[config.mk]
export PLATFORM = sky130hd
export DESIGN_NAME = dsp_mac_slice
export DESIGN_NICKNAME = d
export VERILOG_FILES = /design/src/rtl/dsp_mac_slice.sv
export SDC_FILE = /design/constraint.sdc
export NUM_CORES = 2
export LEC_CHECK = 0
export CAP_MARGIN = 10
export CORE_MARGIN = 2
export CORE_UTILIZATION = 46
export CTS_CLUSTER_SIZE = 25
export DETAILED_ROUTE_END_ITERATION = 8
export PLACE_DENSITY = 0.67
export SLEW_MARGIN = 20
export SYNTH_ARGS = -nofsm -noshare
export SYNTH_HDL_FRONTEND = slang
export SYNTH_SLANG_ARGS = --single-unit
[constraint.sdc]
create_clock -name CLK -period 8.45 [get_ports CLK]
set_clock_uncertainty 0.15 [all_clocks]
set_input_delay 1.69 -clock CLK [delete_from_list [all_inputs] [get_ports CLK]]
set_output_delay 1.69 -clock CLK [all_outputs]
set_load 0.01 [all_outputs]
[src/rtl/dsp_mac_slice.sv]
// Pipelined signed MAC slice: optional pre-adder, multiplier (optionally registered),
// framed accumulator with saturate/wrap, cascade seed, term counter and published result.
module dsp_mac_slice #(
    parameter int A_WIDTH   = 18,
    parameter int B_WIDTH   = 18,
    parameter int ACC_WIDTH = 48,
    parameter int MREG      = 1,
    parameter int SATURATE  = 1,
    parameter int CNT_WIDTH = 16
) (
    input  logic                        CLK,
    input  logic                        RSTN,
    input  logic                        CE,
    input  logic                        IN_VALID,
    input  logic                        FIRST,
    input  logic                        LAST,
    input  logic                        SUB_PRE,
    input  logic                        PRE_EN,
    input  logic                        SUB_ACC,
    input  logic                        CASC_EN,
    input  logic signed [A_WIDTH-1:0]   A,
    input  logic signed [B_WIDTH-1:0]   B,
    input  logic signed [B_WIDTH-1:0]   D,
    input  logic signed [ACC_WIDTH-1:0] PCIN,
    output logic signed [ACC_WIDTH-1:0] P,
    output logic signed [ACC_WIDTH-1:0] PCOUT,
    output logic                        OUT_VALID,
    output logic                        OVF,
    output logic [CNT_WIDTH-1:0]        CNT
);
    localparam int PRE_W  = B_WIDTH + 1;
    localparam int PROD_W = A_WIDTH + PRE_W;
    // Two guard bits so base + term can never wrap before the range test.
    localparam int SUM_W  = ((PROD_W > ACC_WIDTH) ? PROD_W : ACC_WIDTH) + 2;
    localparam logic signed [SUM_W-1:0] ACC_MAX = {{(SUM_W-ACC_WIDTH+1){1'b0}}, {(ACC_WIDTH-1){1'b1}}};
    localparam logic signed [SUM_W-1:0] ACC_MIN = {{(SUM_W-ACC_WIDTH+1){1'b1}}, {(ACC_WIDTH-1){1'b0}}};

    typedef struct packed {
        logic first;
        logic last;
        logic sub_acc;
        logic casc_en;
    } ctl_t;

    logic                        s1_vld_q, s1_vld_d;
    logic signed [A_WIDTH-1:0]   s1_a_q, s1_a_d;
    logic signed [B_WIDTH-1:0]   s1_b_q, s1_b_d, s1_dd_q, s1_dd_d;
    logic                        s1_sub_pre_q, s1_sub_pre_d, s1_pre_en_q, s1_pre_en_d;
    ctl_t                        s1_ctl_q, s1_ctl_d;
    logic                        s2_vld_q, s2_vld_d;
    logic signed [A_WIDTH-1:0]   s2_a_q, s2_a_d;
    logic signed [PRE_W-1:0]     s2_pre_q, s2_pre_d;
    ctl_t                        s2_ctl_q, s2_ctl_d;
    logic signed [ACC_WIDTH-1:0] acc_q, acc_d;
    logic                        run_ovf_q, run_ovf_d;
    logic [CNT_WIDTH-1:0]        run_cnt_q, run_cnt_d;
    logic                        pub_q, pub_d;
    logic signed [ACC_WIDTH-1:0] p_q, p_d;
    logic                        ovf_q, ovf_d, out_valid_q, out_valid_d;
    logic [CNT_WIDTH-1:0]        cnt_q, cnt_d;

    logic signed [PRE_W-1:0]     b_ext, d_ext, pre_c;
    logic signed [PROD_W-1:0]    prod_c;
    logic                        m_vld;
    logic signed [PROD_W-1:0]    m_prod;
    ctl_t                        m_ctl;
    logic signed [SUM_W-1:0]     prod_ext, term, base, sum;
    logic                        ovf_c;
    logic signed [ACC_WIDTH-1:0] acc_new_c;

    assign b_ext  = {s1_b_q[B_WIDTH-1], s1_b_q};
    assign d_ext  = {s1_dd_q[B_WIDTH-1], s1_dd_q};
    assign pre_c  = s1_pre_en_q ? (s1_sub_pre_q ? d_ext - b_ext : d_ext + b_ext) : b_ext;
    assign prod_c = PROD_W'(s2_a_q) * PROD_W'(s2_pre_q);

    generate
        if (MREG != 0) begin : g_mreg
            logic                     m_vld_q, m_vld_d;
            logic signed [PROD_W-1:0] m_prod_q, m_prod_d;
            ctl_t                     m_ctl_q, m_ctl_d;

            always_comb begin
                m_vld_d  = m_vld_q;
                m_prod_d = m_prod_q;
                m_ctl_d  = m_ctl_q;
                if (CE) begin
                    m_vld_d  = s2_vld_q;
                    m_prod_d = prod_c;
                    m_ctl_d  = s2_ctl_q;
                end
            end

            always_ff @(posedge CLK or negedge RSTN) begin
                if (!RSTN) begin
                    m_vld_q  <= 1'b0;
                    m_prod_q <= '0;
                    m_ctl_q  <= '0;
                end else begin
                    m_vld_q  <= m_vld_d;
                    m_prod_q <= m_prod_d;
                    m_ctl_q  <= m_ctl_d;
                end
            end

            assign m_vld  = m_vld_q;
            assign m_prod = m_prod_q;
            assign m_ctl  = m_ctl_q;
        end else begin : g_comb
            assign m_vld  = s2_vld_q;
            assign m_prod = prod_c;
            assign m_ctl  = s2_ctl_q;
        end
    endgenerate

    always_comb begin
        prod_ext = SUM_W'(m_prod);
        term     = m_ctl.sub_acc ? -prod_ext : prod_ext;
        base     = SUM_W'(acc_q);
        if (m_ctl.first) begin
            if (m_ctl.casc_en) base = SUM_W'(PCIN);
            else               base = '0;
        end
        sum       = base + term;
        ovf_c     = (sum > ACC_MAX) || (sum < ACC_MIN);
        acc_new_c = sum[ACC_WIDTH-1:0];
        if (ovf_c && (SATURATE != 0))
            acc_new_c = sum[SUM_W-1] ? ACC_MIN[ACC_WIDTH-1:0] : ACC_MAX[ACC_WIDTH-1:0];
    end

    always_comb begin
        s1_vld_d = s1_vld_q;  s1_a_d = s1_a_q;  s1_b_d = s1_b_q;  s1_dd_d = s1_dd_q;
        s1_sub_pre_d = s1_sub_pre_q;  s1_pre_en_d = s1_pre_en_q;  s1_ctl_d = s1_ctl_q;
        s2_vld_d = s2_vld_q;  s2_a_d = s2_a_q;  s2_pre_d = s2_pre_q;  s2_ctl_d = s2_ctl_q;
        acc_d = acc_q;  run_ovf_d = run_ovf_q;  run_cnt_d = run_cnt_q;  pub_d = pub_q;
        p_d = p_q;  ovf_d = ovf_q;  cnt_d = cnt_q;
        out_valid_d = 1'b0;
        if (CE) begin
            s1_vld_d     = IN_VALID;
            s1_a_d       = A;
            s1_b_d       = B;
            s1_dd_d      = D;
            s1_sub_pre_d = SUB_PRE;
            s1_pre_en_d  = PRE_EN;
            s1_ctl_d     = '{first: FIRST, last: LAST, sub_acc: SUB_ACC, casc_en: CASC_EN};
            s2_vld_d     = s1_vld_q;
            s2_a_d       = s1_a_q;
            s2_pre_d     = pre_c;
            s2_ctl_d     = s1_ctl_q;
            if (m_vld) begin
                acc_d     = acc_new_c;
                run_ovf_d = m_ctl.first ? ovf_c : (run_ovf_q | ovf_c);
                if (m_ctl.first)     run_cnt_d = CNT_WIDTH'(1);
                else if (!(&run_cnt_q)) run_cnt_d = run_cnt_q + CNT_WIDTH'(1);
            end
            pub_d = m_vld & m_ctl.last;
            // Publish stage reads the accumulator one enabled edge after the LAST beat lands.
            if (pub_q) begin
                p_d         = acc_q;
                ovf_d       = run_ovf_q;
                cnt_d       = run_cnt_q;
                out_valid_d = 1'b1;
            end
        end
    end

    always_ff @(posedge CLK or negedge RSTN) begin
        if (!RSTN) begin
            s1_vld_q <= 1'b0;  s1_a_q <= '0;  s1_b_q <= '0;  s1_dd_q <= '0;
            s1_sub_pre_q <= 1'b0;  s1_pre_en_q <= 1'b0;  s1_ctl_q <= '0;
            s2_vld_q <= 1'b0;  s2_a_q <= '0;  s2_pre_q <= '0;  s2_ctl_q <= '0;
            acc_q <= '0;  run_ovf_q <= 1'b0;  run_cnt_q <= '0;  pub_q <= 1'b0;
            p_q <= '0;  ovf_q <= 1'b0;  cnt_q <= '0;  out_valid_q <= 1'b0;
        end else begin
            s1_vld_q <= s1_vld_d;  s1_a_q <= s1_a_d;  s1_b_q <= s1_b_d;  s1_dd_q <= s1_dd_d;
            s1_sub_pre_q <= s1_sub_pre_d;  s1_pre_en_q <= s1_pre_en_d;  s1_ctl_q <= s1_ctl_d;
            s2_vld_q <= s2_vld_d;  s2_a_q <= s2_a_d;  s2_pre_q <= s2_pre_d;  s2_ctl_q <= s2_ctl_d;
            acc_q <= acc_d;  run_ovf_q <= run_ovf_d;  run_cnt_q <= run_cnt_d;  pub_q <= pub_d;
            p_q <= p_d;  ovf_q <= ovf_d;  cnt_q <= cnt_d;  out_valid_q <= out_valid_d;
        end
    end

    assign P         = p_q;
    assign PCOUT     = p_q;
    assign OVF       = ovf_q;
    assign CNT       = cnt_q;
    assign OUT_VALID = out_valid_q;
endmodule

==> Word level (Yosys, flattened, before mapping) <==
Cells that the tools add are included.
{ "classes": {"add_sub_neg": 5, "n_mul": 1, "magnitude_cmp": 2, "n_eq_ne": 1, "muxes": 12, "bitwise": 2, "reduce_logical": 5} }
{ "op_table": {"columns": ["cell", "n"], "rows": [
  ["two-way mux 50 bit", 3],
  ["two-way mux 48 bit", 2],
  ["adder 50 bit", 1],
  ["greater-than comparator 50 x 48 -> 1 bit (second input constant)", 1],
  ["less-than comparator 50 x 48 -> 1 bit (second input constant)", 1],
  ["negation 37 -> 50 bit", 1],
  ["two-way mux 19 bit", 2],
  ["multiplier 18 x 19 -> 37 bit", 1],
  ["two-way mux 16 bit", 2],
  ["adder 18 x 18 -> 19 bit", 1],
  ["subtractor 18 x 18 -> 19 bit", 1],
  ["adder 16 x 1 -> 16 bit (second input constant)", 1],
  ["AND reduction 16 bit", 1],
  ["AND reduction 2 bit", 2],
  ["two-way mux 1 bit", 3],
  ["AND reduction 3 bit", 1],
  ["inequality test 2 bit (second input constant)", 1],
  ["bitwise AND 1 bit", 1],
  ["logical OR 1 bit", 1],
  ["bitwise OR 1 bit", 1]
]} }
{ "totals": {"reg_bits": 277, "input_bits": 112, "elab_cells": 59} }

==> Longest topological paths before layout <==
{ "depth": {"word_depth": 7, "depth_mapped": 26, "mapped_depth_nobuf": 25} }

==> Least setup slack after synthesis <==
Ideal clock, no wire load.
{ "synth_timing": {"path_kind": "flip-flop to flip-flop", "startpoint": "register s2_pre_q[7]", "endpoint": "register g_mreg.m_prod_q[35]", "t_arrival_ns": 6.787, "required_time_ns": 8.175, "path_slack_ns": 1.388, "path_stages_with_launch": 27, "synth_period_minus_slack_ns": 7.062, "cell_sequence": "dfrtp_1 > clkbuf_1 > clkbuf_1 > nand2_1 > fa_1 > inv_1 > fa_1 > inv_1 > fa_1 > inv_1 > fa_1 > inv_1 > fa_1 > inv_1 > fa_1 > ha_1 > a21o_1 > a21o_1 > a21oi_1 > nor2_1 > a21oi_1 > a21oi_1 > o41ai_1 > nor3_1 > a2111oi_0 > xnor2_1 > mux2_2"} }
{ "synth_between": {"elab_chain_len": 1} }
{ "synth_rtl": {"columns": ["item", "line_no", "text"], "rows": [
  ["start: declaration", "52", "logic signed [PRE_W-1:0] s2_pre_q, s2_pre_d;"],
  ["start signal: assignment", "170", "s2_vld_q <= 1'b0; s2_a_q <= '0; s2_pre_q <= '0; s2_ctl_q <= '0;"],
  ["start signal: assignment", "176", "s2_vld_q <= s2_vld_d; s2_a_q <= s2_a_d; s2_pre_q <= s2_pre_d; s2_ctl_q <= s2_ctl_d;"],
  ["multiplier 18 x 19 -> 37 bit", "74", "assign prod_c = PROD_W'(s2_a_q) * PROD_W'(s2_pre_q);"],
  ["end signal: assignment", "100", "m_prod_q <= m_prod_d;"],
  ["end: declaration", "79", "logic signed [PROD_W-1:0] m_prod_q, m_prod_d;"]
]} }
No other way between the ends.
A chain may end at the register's enable or synchronous reset.

==> Worst setup path in the final report <==
{ "layout_timing": {"startpoint": "register s2_a_q[8]", "endpoint": "register g_mreg.m_prod_q[35]"} }
{ "layout_between": {"elab_chain_len": 1} }
{ "layout_rtl": {"columns": ["item", "line_no", "text"], "rows": [
  ["start: declaration", "51", "logic signed [A_WIDTH-1:0] s2_a_q, s2_a_d;"],
  ["start signal: assignment", "170", null],
  ["start signal: assignment", "176", null],
  ["multiplier 18 x 19 -> 37 bit", "74", null]
]} }
No other way between the ends.

==> run summary <==
CTS H-Tree Depth = 2
Setup CP Type = reg -> reg
die area = 64,700 um2
Clock Pin Slew Worst Setup and Hold Paths = 0.06 ns
DR pass1 iterations = 5
ratio of cells with drive above 1 in the final layout = 8.91%
synth warn = 0
Clk Latency, worst-skew pair = 0.56 ns
Syn Std Cell Area = 28,800 um2
Seq/Total Area, Yosys = 24.0%
Req. time, crit path = 8.74 ns
commonest non-fill, non-tap cell in the layout = inv_1
dominant synthesized flop cell = dfrtp_1
Avg Inst Size Synth = 9.37 um2
IO Pins = 226
Setup WS pre-CTS = 1.07 ns
Fin Setup TNS = 0 ns
Tmin final = 7.39 ns
Least-Margin Pin Slew = 1.01 ns
CP max stage delay = 0.78 ns
Num CTS Buffers = 35
Hold WC Path Type = reg -> reg
# resized after CTS = 0
final critical-path share of the clock period = 87.4%
Worst Slack Setup Final = 1.06 ns
Gate Count Post-Synth = 3,079
Initial Util = 46.6%
RSZ-0062 raised after global routing = false
die height = 254 um
library cells used by synthesis = 76
Post-synth ARST share = 100%
Final #Nets = 3,786
Syn Nets = 3,703
FF/Latch Area = 6930 um2
Setup Viol. Count Final = 0
Post-Place Cells = 3,962
die width = 254 um
post-synthesis register bit count = 277
CTS tree = done
Layout fillers = 5,722
Root Buffer = clkbuf_16
DP HPWL = 54.3 mm
initial antenna violation count = 0
Vias = 20,900
Port Buf Inserts = 225
Top cell by count, worst path = fa_1
Max-slew headroom = 33.0%
first-pass GRT wire length = 113 mm
CP endpoint kind = flip-flop
Setup crit start kind = flip-flop
Post-synth EDFFs = 0
CP delay by family, top = adder cells
initial DRC count = 1,098
Clock Sinks = 277
fin. max-slew vios = 0
row count = 91
largest net degree at the start of global routing = 133
total congestion overflow = 0
Multi-input gate area = 19,300 um2
Antenna Nets Post-Route = 0
average routed wire per standard cell = 17.0 um
Final Hold Viols = 0
hold buffers post-CTS = 0
Max Cap Viol = 0
DR DRC count = 0
Crit-path slowest cell = dfrtp_1
vias in the first global route = 21,100
antenna fix cells = 0
Max Clock Freq = 0.135 GHz
Routed WL = 68.6 mm
clk buf depth = 3
core box area = 61,800 um2
Finished Layout Cells = 4,024
setup bufs post-CTS = 0
RD Place Congestion = 0.913
CP max FO = 20
CP arrival = 7.68 ns
worst path bufs/invs = 6
GRT Resource Usage Total = 21.7%
via density per instance = 5.19
most frequent cells in the layout = inv_1 (432), nand2_1 (427), fa_1 (347)
outcome = finished clean
area grow syn2layout = 12.9%
[cell families after synthesis]
logic type,count (synthesis),share of synthesized area [%]
XOR/XNOR,161,4.92
flip-flops,277,24.0
AO/OA/AOI/OAI,526,11.8
multiplexers,141,5.48
AND/OR/NAND/NOR,829,13.5
adder cells (fa/ha/maj),512,31.2
buffers and inverters,633,9.00
[synth_stat cells, types with 5 or more instances]
cell | instances | area [um2]
or2_2 | 5 | 31.3
nand4_1 | 17 | 106
nor3_1 | 23 | 115
o21bai_1 | 7 | 52.6
ha_1 | 165 | 2060
a21boi_0 | 5 | 37.5
a22oi_1 | 10 | 75.1
a21bo_2 | 6 | 60.1
a211oi_1 | 13 | 97.6
clkbuf_1 | 140 | 526
or4_1 | 5 | 37.5
mux2i_1 | 14 | 140
o211ai_1 | 8 | 60.1
a21oi_1 | 127 | 636
nand2b_1 | 20 | 125
mux2_2 | 126 | 1420
a22oi_2 | 37 | 463
buf_1 | 5 | 18.8
nand2_2 | 10 | 62.6
inv_1 | 432 | 1620
nor2_1 | 97 | 364
nand3_1 | 20 | 100
or3_1 | 19 | 119
o41ai_1 | 8 | 70.1
and2_1 | 129 | 807
a21o_1 | 42 | 315
fa_1 | 347 | 6950
a31oi_1 | 12 | 75.1
xnor2_1 | 120 | 1050
o21a_1 | 11 | 82.6
and3_1 | 10 | 62.6
nor2b_1 | 22 | 138
dfrtp_1 | 277 | 6930
o31ai_1 | 15 | 113
o21ai_0 | 190 | 951
buf_4 | 48 | 360
xor2_1 | 40 | 350
nand2_1 | 429 | 1610
[worst register-to-register path: cells and delay by family, from the launching register on]
family,cells,cell delay [ns]
fa+ha+maj,7,3.44
flops,1,0.78
mux,1,0.27
compound gates,7,1.77
simple gates,3,0.31
buf+inv,6,0.45
xor+xnor,1,0.12
[stage by stage]
| stage | hold WS [ns] | utilization [%] | instance area [um2] |
|---|---|---|---|
| 3_3_place_gp | 0.312 | 50.8 | 31400 |
| 5_1_grt | 0.366 | 52.7 | 32600 |
| 4_1_cts | 0.354 | 52.7 | 32600 |
| 3_5_place_dp | 0.333 | 50.8 | 31400 |
| 6_report | 0.344 | 52.7 | 32600 |
| 2_1_floorplan | 0.306 | - | 28800 |
[flip-flops by register name, summed over array words and instances (netlist names), 4 cells and up]
register / cells
s1_b_q: 18
g_mreg.m_prod_q: 37
s1_a_q: 18
s2_pre_q: 19
s1_dd_q: 18
P: 48
s1_ctl_q: 4
s2_a_q: 18
run_cnt_q: 16
CNT: 16
g_mreg.m_ctl_q: 4
acc_q: 48
s2_ctl_q: 4
[worst paths after layout]
check | start | end | slack, ns | cells past startpoint
worst max-delay path | s2_a_q[8] | g_mreg.m_prod_q[35] | 1.06 | 25
worst min-delay path | CNT[7] | CNT[7] | 0.34 | 2
worst max register to register | s2_a_q[8] | g_mreg.m_prod_q[35] | 1.06 | 25
worst min register to register | CNT[7] | CNT[7] | 0.34 | 2
max in group asynchronous | RSTN | s2_pre_q[16] | 5.79 | 2
min in group asynchronous | RSTN | P[5] | 0.98 | 1
[final cells by class]
type | count | share of cell area (%)
multi-input cells | 2169 | 59.4
flip-flops and latches | 277 | 21.3
repair buffers | 247 | 7.52
inverters | 432 | 4.98
well taps | 837 | 3.22
clock buffers | 47 | 2.95
clock inverters | 15 | 0.688
[layer usage]
layer  track usage (%)  share of wire (%)
met1              30.5                 46
met2              35.1                 46
met3              3.86                6.0
met4              4.96                2.0
met5                 0                  0
Power is not shown: default switching activity piles up to over one toggle a cycle in this logic, so the estimate is an artifact.
